### src/rtl/fetch_sequencer.sv
// fetch_sequencer: fetch FSM driving PC strobes, a single
// outstanding memory read and a valid/ack instruction port.
module fetch_sequencer #(
  parameter int DATA_LEN = 16,
  parameter int TIMEOUT  = 15
) (
  input  logic                clk,
  input  logic                reset,
  input  logic                start,
  input  logic                stop,
  input  logic [DATA_LEN-1:0] pc_in,
  output logic                pc_inc,
  output logic                pc_we,
  output logic [DATA_LEN-1:0] c_bus_out,
  input  logic                jump_req,
  input  logic [DATA_LEN-1:0] jump_addr,
  output logic                jump_done,
  output logic                mem_rd,
  output logic [DATA_LEN-1:0] mem_addr,
  input  logic                mem_ready,
  input  logic [DATA_LEN-1:0] mem_rdata,
  output logic [DATA_LEN-1:0] instr_out,
  output logic                instr_valid,
  input  logic                instr_ack,
  output logic                busy,
  output logic                err
);

  localparam logic [2:0] S_IDLE    = 3'd0;
  localparam logic [2:0] S_ISSUE   = 3'd1;
  localparam logic [2:0] S_INC     = 3'd2;
  localparam logic [2:0] S_DELIVER = 3'd3;
  localparam logic [2:0] S_LOAD    = 3'd4;

  localparam logic [7:0] WAIT_LAST = 8'(TIMEOUT - 1);

  logic [2:0]          state;
  logic [2:0]          state_nx;
  logic                run;
  logic [7:0]          wait_cnt;
  logic [DATA_LEN-1:0] jaddr;
  logic                go;
  logic                timeout_hit;
  logic                jump_take;

  assign go = start && !stop;

  // abort on the last permitted ready-less cycle of ISSUE
  assign timeout_hit = (state == S_ISSUE) && !mem_ready
                    && (wait_cnt == WAIT_LAST);

  assign jump_take = jump_req
    && ((state == S_IDLE)
     || ((state == S_DELIVER) && instr_ack));

  always_comb begin
    state_nx = state;
    unique case (state)
      S_IDLE: begin
        if (jump_req)
          state_nx = S_LOAD;
        else if (go)
          state_nx = S_ISSUE;
      end
      S_ISSUE: begin
        if (mem_ready)
          state_nx = S_INC;
        else if (timeout_hit)
          state_nx = S_IDLE;
      end
      S_INC:
        state_nx = S_DELIVER;
      S_DELIVER: begin
        if (instr_ack) begin
          if (jump_req)
            state_nx = S_LOAD;
          else if (run)
            state_nx = S_ISSUE;
          else
            state_nx = S_IDLE;
        end
      end
      S_LOAD:
        state_nx = run ? S_ISSUE : S_IDLE;
      default:
        state_nx = S_IDLE;
    endcase
  end

  always_ff @(posedge clk) begin
    if (reset) begin
      state     <= S_IDLE;
      run       <= 1'b0;
      err       <= 1'b0;
      wait_cnt  <= 8'd0;
      instr_out <= '0;
      jaddr     <= '0;
    end else begin
      state <= state_nx;

      if (stop || timeout_hit)
        run <= 1'b0;
      else if (start)
        run <= 1'b1;

      if ((state == S_IDLE) && go)
        err <= 1'b0;
      else if (timeout_hit)
        err <= 1'b1;

      if (state != S_ISSUE)
        wait_cnt <= 8'd0;
      else if (!mem_ready)
        wait_cnt <= wait_cnt + 8'd1;

      if ((state == S_ISSUE) && mem_ready)
        instr_out <= mem_rdata;

      if (jump_take)
        jaddr <= jump_addr;
    end
  end

  assign mem_rd      = (state == S_ISSUE);
  assign mem_addr    = mem_rd ? pc_in : '0;
  assign pc_inc      = (state == S_INC);
  assign instr_valid = (state == S_DELIVER);
  assign pc_we       = (state == S_LOAD);
  assign jump_done   = pc_we;
  assign c_bus_out   = pc_we ? jaddr : '0;
  assign busy        = (state != S_IDLE);

endmodule

### config.mk
export PLATFORM = sky130hd
export DESIGN_NAME = fetch_sequencer
export DESIGN_NICKNAME = d
export VERILOG_FILES = /design/src/rtl/fetch_sequencer.sv
export SDC_FILE = /design/constraint.sdc
export NUM_CORES = 1
export LEC_CHECK = 0
export CORE_MARGIN = 2
export CORE_UTILIZATION = 35
export CTS_CLUSTER_DIAMETER = 40
export CTS_CLUSTER_SIZE = 30
export DETAILED_ROUTE_END_ITERATION = 10
export PLACE_DENSITY = 0.74
export SLEW_MARGIN = 20
export SYNTH_ARGS = -nofsm -noshare
export SYNTH_HDL_FRONTEND = slang
export SYNTH_SLANG_ARGS = --single-unit
### constraint.sdc
create_clock -name clk -period 2.7 [get_ports clk]
set_clock_uncertainty 0.05 [all_clocks]
set_input_delay 0.405 -clock clk [delete_from_list [all_inputs] [get_ports clk]]
set_output_delay 0.405 -clock clk [all_outputs]
set_load 0.005 [all_outputs]
==> qor.yml <==
status: "finished, final reports clean"
fin_nets: 397
die-area_um2: 6303
startpoint_type: "flop"
cp_top_family: "buffers and inverters"
post_cts_buffers: 0
synthToLayoutAreaGrowth_pct: 61.89
cap_violations: 0
synth_seq_cells: 45
post_drt_wl_per_cell_um: 12.19
min_path_type: "flop to flop"
yosysMostFrequentCell: "dfxtp_1"
die_w_um: 79.39
synth_cells: 231
antenna_found_initial: 0
yosys.area.top_type_share: 0.4528
worstReg2RegStart: "state[1]"
report.final.slew_viol_count: 0
firstDrtPassIters: 4
num_vias: 1927
num_antenna_cells: 0
track_usage: 0.1650
path_buf_inv: 2
initial_core_util: 0.3613
ys_warn_count: 0
synth_common_cells: "45 x dfxtp_1, 38 x nand2_1, 33 x and2_1"
num_io_pins: 110
cts_resized: 0
endpoint: "c_bus_out[8]"
async_flop_share: 0
synth_ff_type: "dfxtp_1"
period_minus_slack_ps: 2398
fp.coreArea_um2: 5507
ys_seq_area_frac: 0.4528
die_h_um: 79.39
crit_slowest_cell: "clkdlybuf4s50_1"
crit_required_ps: 2250
clk_path_buf_depth: 2
cts-root-buf: "clkbuf_8"
drtAntennaViolNets: 0
drc: 0
grt_pass1_vias: 1827
cts.sinks: 45
cpPeakStageDelay_ps: 510
cts_made_buffers: 5
rsz0062_at_grt: "no"
period_share: 0.8881
cts_hold_buffers: 0
overflow: 0
regToRegSetupSlack_ps: 1090
worstPathArrival_ps: 1940
p_leak_nw: 1.207
fmax_mhz: 417.0
grt_max_degree: 22
htreeDepth: 2
gp_congestion: 0.7652
synthTopCellsByArea: "dfxtp_1 45%, and2_1 10%, mux2i_1 8.1%"
synth_cell_types: 35
dp_cells: 405
setup_viol: 0
routed_wl_um: 5033
synthesis.nets: 288
rr_worst_depth: 4
syn-cell-area_um2: 1989
grt_pass1_wl_um: 8183
critPathMaxFanout: 18
cts_tree: "built"
crit_path_start: "state[0]"
syn_area_per_cell_um2: 8.612
worstMarginPinSlew_ps: 656.0
cp.depth: 5
synth.largest_area_cell: "dfxtp_1"
end_kind: "primary output"
synth_edf_count: 0
tns_ps: 0
ir_worst_vdd_mv: 0.2518
drt-initial-drc-count: 22
viasPerCell: 4.666
powerDensity_nw_per_um2: 418.3
clk_latency_ps: 290
crit_chain: "or2_4 -> nor2_1 -> buf_4 -> and2_1 -> clkdlybuf4s50_1"
relSlewSlack: 0.5627
clk_pin_slew_worst_paths_ps: 80
r2r-end: "instr_out[6]"
final_cells: 413
finalHoldViolCount: 0
crit_type: "flop to primary output"
rows: 27
hpwl_um: 3718
placement.io_buffers: 109
drive_gt1_frac: 0.04985
## sequential cells by signal, summed over array words and instances, names as in the netlist
name,count
jaddr,16
run,1
state,3
instr_out,16
wait_cnt,8
err,1
## area by class of cell
type / instances / area [um^2]
inverter: 3 / 11.26
sequential: 45 / 900.9
clock buffer: 6 / 72.57
clock inverter: 2 / 10.01
timing repair buffer: 115 / 1136
multi-input combinational: 170 / 999.7
tap: 72 / 90.09
fill: 501 / 2286
## worst min-delay path by stage
stage                        startpoint       endpoint  slack, ps  cells past startpoint
after CTS                  instr_out[9]   instr_out[9]        410                      2
after detailed placement   instr_out[9]   instr_out[9]        400                      2
after global routing       instr_out[9]   instr_out[9]        430                      2
after floorplan                jaddr[0]       jaddr[0]        400                      2
after global placement     instr_out[9]   instr_out[9]        390                      2
final                     instr_out[13]  instr_out[13]        410                      2
## worst reg2reg max path, stage by stage, from the launching register on
cell and delay, ps:
dfxtp_1 480, nand3b_1 190, nand2b_1 550, nand2_1 130, a21oi_1 160
## placed cells by master (no fill, tap or decap), types with 2 or more instances in the layout
cell type	synthesis	routed
buf_4	1	6
dfxtp_1	45	45
clkdlybuf4s50_1	0	109
nand2_1	38	38
xor2_1	3	3
clkinv_2	0	2
clkbuf_8	0	5
nand4b_1	2	2
nand3_1	2	2
nand2b_1	4	4
or3_1	3	3
nor4_1	2	2
and2_1	33	33
ha_1	2	2
nor2_1	29	29
a21oi_1	18	18
inv_1	3	3
xnor2_1	3	3
mux2i_1	16	16
## power breakdown
group	internal [mW]	total (mW)	switching, mW
clock	0.179	0.396	0.216
combinational	0.158	0.246	0.0878
sequential	0.690	0.706	0.0163
total	1.03	1.35	0.320
## per-stage QoR
step           power [mW]  worst slack (ps)  hold WS, ps  area [um^2]    util
3_5_place_dp       0.9681             564.4        397.3         3138  0.5699
6_report            1.347             302.1        407.4         3221  0.5849
2_1_floorplan      0.8247              1007        401.5         1989       -
5_1_grt             1.425             156.4        426.8         3221  0.5849
4_1_cts             1.370             287.5        409.0         3221  0.5849
3_3_place_gp       0.9668             607.3        391.9         3138  0.5699
## per-layer routing
metal  vias to the layer above  wire [um]  track usage
met4                         0         61      0.05172
met3                         6        426      0.05882
met1                       864       2279       0.2089
met2                        86       2266       0.2627
met5                         -          0            0
li1                        971          -            -
## kinds of logic after synthesis
group / after synthesis / synth area share
AOI/OAI and AO/OA: 25 / 0.07799
xor gates and xnor gates: 6 / 0.02642
adders and majority gates: 2 / 0.01258
buffers and inverters: 16 / 0.04465
DFF: 45 / 0.4528
muxes: 16 / 0.08050
and+or+nand+nor: 121 / 0.3050
No activity file was read; power rests on OpenSTA's default activity.
